File: src/rtl/alu_datapath.sv
// ALU datapath: operand select, priority-encoded ALU and registered accumulator.
// The instruction strobes are nominally one-hot. When several are raised together,
// the fixed priority chain decides which result reaches aluOut.
module alu_datapath #(
  parameter int unsigned INPUT_DATA_WIDTH  = 4,
  parameter int unsigned OUTPUT_DATA_WIDTH = 8
) (
  input  logic                         clk,
  input  logic                         reset,
  input  logic [INPUT_DATA_WIDTH-1:0]  Ain,
  input  logic [INPUT_DATA_WIDTH-1:0]  Bin,
  input  logic [OUTPUT_DATA_WIDTH-1:0] shiftIn,
  input  logic                         SF,
  input  logic                         ADD,
  input  logic                         SUB,
  input  logic                         AND,
  input  logic                         OR,
  input  logic                         XOR,
  input  logic                         INV,
  input  logic                         CLR,
  input  logic                         SNZA,
  input  logic                         SNZS,
  output logic [OUTPUT_DATA_WIDTH-1:0] aluOut,
  output logic                         overflow,
  output logic [OUTPUT_DATA_WIDTH-1:0] ACCout
);

  localparam int unsigned OW = OUTPUT_DATA_WIDTH;

  logic [OW-1:0] r_acc;
  logic [OW-1:0] w_ain_ext;
  logic [OW-1:0] w_bin_ext;
  logic [OW-1:0] w_in1;
  logic [OW-1:0] w_in2;
  logic [OW:0]   w_sum;
  logic [OW:0]   w_diff;
  logic          w_add_eff;
  logic          w_acc_en;

  assign w_ain_ext = OW'(Ain);
  assign w_bin_ext = OW'(Bin);

  // Conditional skips become adds against the accumulator when the shift flag is set
  assign w_add_eff = ADD | (SNZA & SF) | (SNZS & SF);
  assign w_acc_en  = AND | OR | XOR | INV | w_add_eff | SUB | CLR;

  // Operand select: SNZA wins over SNZS, otherwise the plain A/B registers
  always_comb begin
    w_in1 = w_ain_ext;
    w_in2 = w_bin_ext;
    if (SNZA) begin
      w_in1 = r_acc;
      w_in2 = w_ain_ext;
    end else if (SNZS) begin
      w_in1 = r_acc;
      w_in2 = shiftIn;
    end
  end

  // One extra bit carries the carry-out / unsigned borrow
  assign w_sum  = {1'b0, w_in1} + {1'b0, w_in2};
  assign w_diff = {1'b0, w_in1} - {1'b0, w_in2};

  // Priority-encoded ALU result and flag
  always_comb begin
    aluOut   = '0;
    overflow = 1'b0;
    if (CLR) begin
      aluOut   = '0;
      overflow = 1'b0;
    end else if (w_add_eff) begin
      aluOut   = w_sum[OW-1:0];
      overflow = w_sum[OW];
    end else if (SUB) begin
      aluOut   = w_diff[OW-1:0];
      overflow = w_diff[OW];
    end else if (AND) begin
      aluOut = w_in1 & w_in2;
    end else if (OR) begin
      aluOut = w_in1 | w_in2;
    end else if (XOR) begin
      aluOut = w_in1 ^ w_in2;
    end else if (INV) begin
      aluOut = ~w_in1;
    end
  end

  // Accumulator: reset or CLR clears, any active operation loads, otherwise hold
  always_ff @(posedge clk) begin
    if (reset || CLR) begin
      r_acc <= '0;
    end else if (w_acc_en) begin
      r_acc <= aluOut;
    end
  end

  assign ACCout = r_acc;

endmodule

File: config.mk
export PLATFORM = sky130hd
export DESIGN_NAME = alu_datapath
export DESIGN_NICKNAME = d
export VERILOG_FILES = /design/src/rtl/alu_datapath.sv
export SDC_FILE = /design/constraint.sdc
export NUM_CORES = 1
export LEC_CHECK = 0
export CAP_MARGIN = 0
export CORE_MARGIN = 2
export CORE_UTILIZATION = 35
export CTS_CLUSTER_DIAMETER = 120
export DETAILED_ROUTE_END_ITERATION = 7
export HOLD_SLACK_MARGIN = 0.1
export PLACE_DENSITY_LB_ADDON = 0.25
export SETUP_SLACK_MARGIN = 0.05
export SYNTH_ARGS = -nofsm -noshare
export SYNTH_HDL_FRONTEND = slang
export SYNTH_SLANG_ARGS = --single-unit
export TNS_END_PERCENT = 20
File: constraint.sdc
create_clock -name clk -period 5.5 [get_ports clk]
set_clock_uncertainty 0.2 [all_clocks]
set_input_delay 1.1 -clock clk [delete_from_list [all_inputs] [get_ports clk]]
set_output_delay 1.1 -clock clk [all_outputs]
set_load 0.05 [all_outputs]
==> key figures, run 1 <==
Worst setup path
  • Critical path origin: SNZS
  • Critical path type: in2out
  • CP Max Fanout: 7
  • Reg2reg end: ACCout[6]
  • Critical path required time: around 4.2 ns
  • Worst Path Arrival: 4.04 ns
  • CP startpoint kind: input port
  • CP Capture Type: output pin
  • RR Startpoint: ACCout[0]
  • Flop2flop setup slack: 2.79 ns
  • R2R depth: 10

Finish
  • Most common cell after layout, fill and taps aside: clkdlybuf4s50_1
  • FF+latch area: 160 µm²
  • Fill cell count: between 400 and 500
  • Area Growth Syn to Fin: 45.6%
  • Final nets: 345
  • Number of flip-flops in the largest register: 8
  • Share of layout cells above drive strength 1: 0.195
  • Commonest non-fill, non-tap cells in the layout: clkdlybuf4s50_1, buf_4, nand2_1
  • Antenna diodes: 0
  • Cell area after layout: 0.00254 mm²
  • Multi-input gate area: 0.00147 mm²

Clock network
  • Max clock buf depth: 2
  • Clock transition at the registers of the reported paths: 0.04 ns
  • CTS sink cnt: 8
  • Root buffer cell: clkbuf_8
  • Insertion delay to the later sink of the worst-skew pair: 0.23 ns
  • Htree depth: 1
  • TritonCTS Buffers: 3
  • CTS tree: done
  • Setup Buffers After CTS: 0

STA
  • Final setup violating endpoints: 0
  • Worst slew margin: 0.466
  • RSZ-0062 raised after global routing: true
  • Period utilisation layout: 0.971
  • Crit path time final: 5.34 ns
  • Worst-Margin Slew: 0.799 ns
  • Final Hold Viols: 0
  • Final setup margin: 0.158 ns
  • Slew Viols, Final: 0
  • Highest Clock Rate: 187 MHz
  • Minimum hold slack: about 0.30 ns

Die
  • Initial core utilization: 0.367
  • Die ar.: 0.00557 mm²
  • Die H: 74.6 µm
  • Die Wd: 74.6 µm
  • Core area: 0.00475 mm²
  • IO Count: between 40 and 50
  • Num rows: 25

Logic synthesis
  • Post-synth EDFFs: 0
  • Mapped Cells: 236
  • Mux share of post-synthesis cell area: 0.0401
  • Largest family of logic cells by synthesized area: compound AO/OA/AOI/OAI gates
  • Synth Area in Simple Gates: 0.211
  • Total number of yosys warnings: 0
  • Synthesized flop and latch total: 8
  • Xor and xnor area share after synthesis: 0.0251
  • Mapped Nets: between 200 and 300
  • Yosys cell types: 57
  • Mean post-synth cell area: about 7.4 µm²
  • Post-synthesis compound-gate area fraction: 0.370
  • Share of flip-flops with an asynchronous set or reset: 0
  • Synth Area in Adders: 0.173
  • Post-Syn Area: ~0.0017 mm²
  • Register area share after synthesis: 0.0917
  • Post-synth top flop: dfxtp_1

Hold path
  • HP Class: reg2reg
  • Hold-critical path endpoint: ACCout[0]
  • Worst Hold Launch: ACCout[0]
  • WHS Path Cells: 2

Routing
  • 1st-pass router iterations: 4
  • Vias per inst: 5.45
  • Vias post-DR: 1957
  • Antenna Violating Nets Remaining: 0
  • Routed Wire Length: 5690 µm
  • Average wire per standard cell: 15.8 µm
  • Post-route DRC: 0
  • DR iter-0 viols: 151

Place
  • DP HPWL: 4630 µm
  • Area after DPL: 0.00246 mm²
  • Post-Place Setup Slack: -0.0847 ns
  • Input/output buffers: 44
  • Placer congestion estimate: roughly 0.90

Pwr
  • Final total power: 0.419 mW
  • Pwr dens: 165 mW/mm²
  • LEAKAGE: ~1.1 nW
  • Max IR drop VDD: around 0.00012 V

Status
  • Status: finished clean

Job
  • Max cap viols: 0

Global route
  • Vias in the first global route: 1958
  • First-pass GRT wire length: 9290 µm
  • Total grt overflow: 0
  • Overall Global Routing Usage: 0.217
  • Initial antenna violation count: 0
  • Largest net degree at the start of global routing: 19
## layout make-up
class,count,area share
Sequential cell,8,0.0630
Tap cell,67,0.0330
Inverter,21,0.0310
Clock buffer,3,0.0162
Timing Repair Buffer,69,0.280
Multi-Input combinational cell,191,0.577
## critical path: stages
cell and delay, ns:
dlygate4sd2_1 0.38, buf_4 0.23, mux2i_1 0.08, o21a_1 0.17, inv_1 0.07, ha_1 0.14, inv_1 0.05, fa_1 0.38
nor2b_1 0.16, o311ai_0 0.29, a22oi_1 0.17, a221oi_1 0.33, a21oi_1 0.11, nor3_2 0.20, buf_12 0.17
## timing repair
item | 4_1_cts | 5_1_grt
gates resized for setup | 2 | 8
hold buffers | 0 | 0
setup endpoints to repair | 2 | 5
pin swaps | 0 | 2
## power breakdown
| group | internal (mW) | switching (mW) |
|---|---|---|
| registers | 0.0618 | 0.00415 |
| clock network | 0.0476 | 0.0250 |
| logic | 0.129 | 0.152 |
## cell usage after synthesis, types with 5 or more instances
library cell | number | share of area
a211oi_1 | 10 | 0.043
a21o_1 | 6 | 0.026
a21oi_1 | 17 | 0.049
a221oi_1 | 9 | 0.045
buf_2 | 7 | 0.020
clkbuf_1 | 7 | 0.015
dfxtp_1 | 8 | 0.092
ha_1 | 21 | 0.15
inv_1 | 20 | 0.043
mux2i_1 | 7 | 0.040
nand2_1 | 23 | 0.049
nand3_1 | 5 | 0.014
nor2_1 | 13 | 0.028
nor2b_1 | 5 | 0.018
o21a_1 | 8 | 0.034
o21ai_0 | 8 | 0.023
## stage by stage
stage | TNS, ns | cells | utilization
2_1_floorplan | 0 | 236 | -
3_3_place_gp | -0.0220 | 356 | 0.518
3_5_place_dp | -0.123 | 356 | 0.518
4_1_cts | 0 | 359 | 0.527
5_1_grt | 0 | 359 | 0.535
6_report | 0 | 359 | 0.535
## layer usage
metal  up-vias  GRT usage  wire length [µm]  share of wire
met5         -          0                 0              0
met4         0     0.0694                89          0.016
met3         6     0.0388               273          0.048
met2        65      0.348              2770           0.49
met1       914      0.295              2560           0.45
li1        972          -                 -              -
## cell families after synthesis
family	count (synthesis)
xor+xnor	5
mux	7
fa+ha+maj	23
simple gates	70
flops	8
compound gates	86
buf+inv	37
## worst max path at each step
stage                end  slack, ns  depth (start not counted)
5_1_grt        aluOut[6]       0.02                         15
3_5_place_dp   aluOut[6]      -0.08                         13
2_1_floorplan  aluOut[7]       0.07                         11
4_1_cts        aluOut[7]       0.05                         12
6_report       aluOut[6]       0.16                         15
3_3_place_gp   aluOut[6]      -0.02                         15
No activity file was read; power rests on OpenSTA's default activity.
==> run 2: changes to the inputs <==
--- a/config.mk
+++ b/config.mk
@@ -8,7 +8,6 @@
 export CAP_MARGIN = 0
 export CORE_MARGIN = 2
 export CORE_UTILIZATION = 35
-export CTS_CLUSTER_DIAMETER = 120
 export DETAILED_ROUTE_END_ITERATION = 7
 export HOLD_SLACK_MARGIN = 0.1
 export PLACE_DENSITY_LB_ADDON = 0.25
==> results of run 2 <==
The final DEF is identical to that of run 1; final timing and power are the same.
==> run 3: changes to the inputs <==
--- a/config.mk
+++ b/config.mk
@@ -7,7 +7,7 @@
 export LEC_CHECK = 0
 export CAP_MARGIN = 0
 export CORE_MARGIN = 2
-export CORE_UTILIZATION = 35
+export CORE_UTILIZATION = 54
 export DETAILED_ROUTE_END_ITERATION = 7
 export HOLD_SLACK_MARGIN = 0.1
 export PLACE_DENSITY_LB_ADDON = 0.25
==> constraint.sdc (replaced) <==
create_clock -name clk -period 6.66 [get_ports clk]
set_clock_uncertainty 0.2 [all_clocks]
set_input_delay 1.332 -clock clk [delete_from_list [all_inputs] [get_ports clk]]
set_output_delay 1.332 -clock clk [all_outputs]
set_load 0.05 [all_outputs]
==> run 3 against run 2 <==
Effect of this change:
- sequential power down 19%
- non-clock buffer count down 21
- utilization is 19 points higher
- first-iteration DRC count is 13% lower
- register-to-register slack gained 0.93 ns
- sequential cell count is the same
- final cell count fell by 12%
- die area decreased by 33%
- power is 30% lower
- via count shrank 1.9%
==> key figures, run 3 (synthesis results as in run 1) <==
Status
  • Status: finished clean

Routing
  • DR iter-0 viols: approximately 130
  • Average wire per standard cell: approximately 16 µm
  • Routed Wire Length: 5070 µm
  • 1st-pass router iterations: 6
  • Vias per inst: 6.10
  • Vias post-DR: 1920
  • Post-route DRC: 0
  • Antenna Violating Nets Remaining: 0

Worst setup path
  • CP startpoint kind: input port
  • Critical path origin: SNZS
  • Crit path to: aluOut[6]
  • Worst Path Arrival: 4.76 ns
  • Critical path required time: 5.13 ns
  • Flop2flop setup slack: 3.72 ns
  • CP Max Fanout: 5
  • CP Capture Type: output pin
  • Critical path type: in2out
  • RR Startpoint: ACCout[0]
  • R2R depth: 10
  • Reg2reg end: ACCout[6]

STA
  • Setup total negative slack: 0 ns
  • RSZ-0062 raised after global routing: false
  • Crit path time final: 6.30 ns
  • Period utilisation layout: 0.945
  • Worst slew margin: 0.524
  • Highest Clock Rate: about 160 MHz
  • Worst-Margin Slew: 0.712 ns
  • Slew Viols, Final: 0
  • Final setup violating endpoints: 0
  • Final Hold Viols: 0

Finish
  • FF+latch area: 160 µm²
  • Layout Cells excl Fill: 315
  • Multi-input gate area: 0.00143 mm²
  • Final Util: 0.728
  • Commonest non-fill, non-tap cells in the layout: clkdlybuf4s50_1, nand2_1, ha_1
  • Number of flip-flops in the largest register: 8
  • Area Growth Syn to Fin: 27.3%
  • Antenna diodes: 0
  • Final nets: 324
  • Most common cell after layout, fill and taps aside: clkdlybuf4s50_1
  • Fill cell count: 250
  • Share of layout cells above drive strength 1: 0.103

Pwr
  • LEAKAGE: around 0.97 nW
  • Pwr dens: 133 mW/mm²
  • Final total power: slightly below 0.3 mW
  • Max IR drop VDD: 0.0000879 V

Clock network
  • Clock transition at the registers of the reported paths: ~0.070 ns
  • Max clock buf depth: 2
  • CTS sink cnt: 8
  • Setup Buffers After CTS: 0
  • Root buffer cell: clkbuf_4
  • Insertion delay to the later sink of the worst-skew pair: ~0.28 ns
  • TritonCTS Buffers: 3
  • Htree depth: 1
  • Hold Buf Count CTS: 0
  • Post-CTS Resized: 0
  • CTS tree: done

Job
  • Max cap viols: 0

Die
  • Core area: 0.00305 mm²
  • Die Wd: 60.9 µm
  • Initial core utilization: 0.572
  • Num rows: 20
  • Die H: approximately 61 µm
  • IO Count: 45
  • Die ar.: 0.00371 mm²

Global route
  • Vias in the first global route: 1750
  • Initial antenna violation count: 0
  • Overall Global Routing Usage: 0.294
  • First-pass GRT wire length: 8160 µm
  • Largest net degree at the start of global routing: 19
  • Total grt overflow: 0

Place
  • DP HPWL: 3820 µm
  • Cells after DPL: 312
  • Placer congestion estimate: 0.919
  • Input/output buffers: 44

Hold path
  • HP Class: reg2reg
run 3: cell count changes in the layout (fill, tap and decap cells not counted), sizes merged:
cell | before | now
dlymetal6s2s | 1 | 0
clkdlybuf4s50 | 33 | 36
buf | 34 | 12
dlygate4sd2 | 1 | 0
run 3: final cells by class:
type	count	area share
Tap cell	44	0.0248
Multi-Input combinational cell	191	0.644
Inverter	21	0.0355
Sequential cell	8	0.0720
Clock buffer	3	0.0101
Timing Repair Buffer	48	0.214
run 3: through the flow:
| step | hold slack, ns | area (µm²) | worst slack [ns] |
|---|---|---|---|
| 2_1_floorplan | 0.489 | 1750 | 0.588 |
| 3_3_place_gp | 0.284 | 2200 | 0.508 |
| 3_5_place_dp | 0.278 | 2200 | 0.389 |
| 4_1_cts | 0.291 | 2220 | 0.370 |
| 5_1_grt | 0.333 | 2220 | 0.171 |
| 6_report | 0.304 | 2220 | 0.365 |
run 3: worst min path at each step:
stage | slack (ns) | endpoint | cells past startpoint | start
floorplan | 0.49 | ACCout[0] | 2 | ACCout[0]
global placement | 0.28 | ACCout[6] | 2 | ACCout[6]
detailed placement | 0.28 | ACCout[0] | 2 | ACCout[0]
CTS | 0.29 | ACCout[0] | 2 | ACCout[0]
global route | 0.33 | ACCout[0] | 2 | ACCout[0]
finish | 0.30 | ACCout[0] | 2 | ACCout[0]
run 3: where the power goes:
group          leakage (nW)  internal (mW)  switching (mW)
Combinational         0.891         0.0795           0.115
Clock                0.0138         0.0210          0.0262
Sequential           0.0653         0.0507         0.00272
Total                 0.970          0.151           0.144
run 3: per-layer routing:
metal | part of all wire | track usage | vias up
met3 | 0.074 | 0.0277 | 17
li1 | - | - | 937
met1 | 0.43 | 0.405 | 862
met5 | 0 | 0 | -
met4 | 0.031 | 0.102 | 0
met2 | 0.46 | 0.479 | 104
run 3: critical path: stages:
cell and delay, ns:
clkdlybuf4s50_1 0.43, nor2_1 0.29, mux2i_1 0.45, ha_1 0.23
inv_1 0.05, fa_1 0.40, nor2b_1 0.16, o311ai_0 0.31
a22oi_1 0.18, a221oi_1 0.32, a21oi_1 0.09, nor3_1 0.33
buf_12 0.19
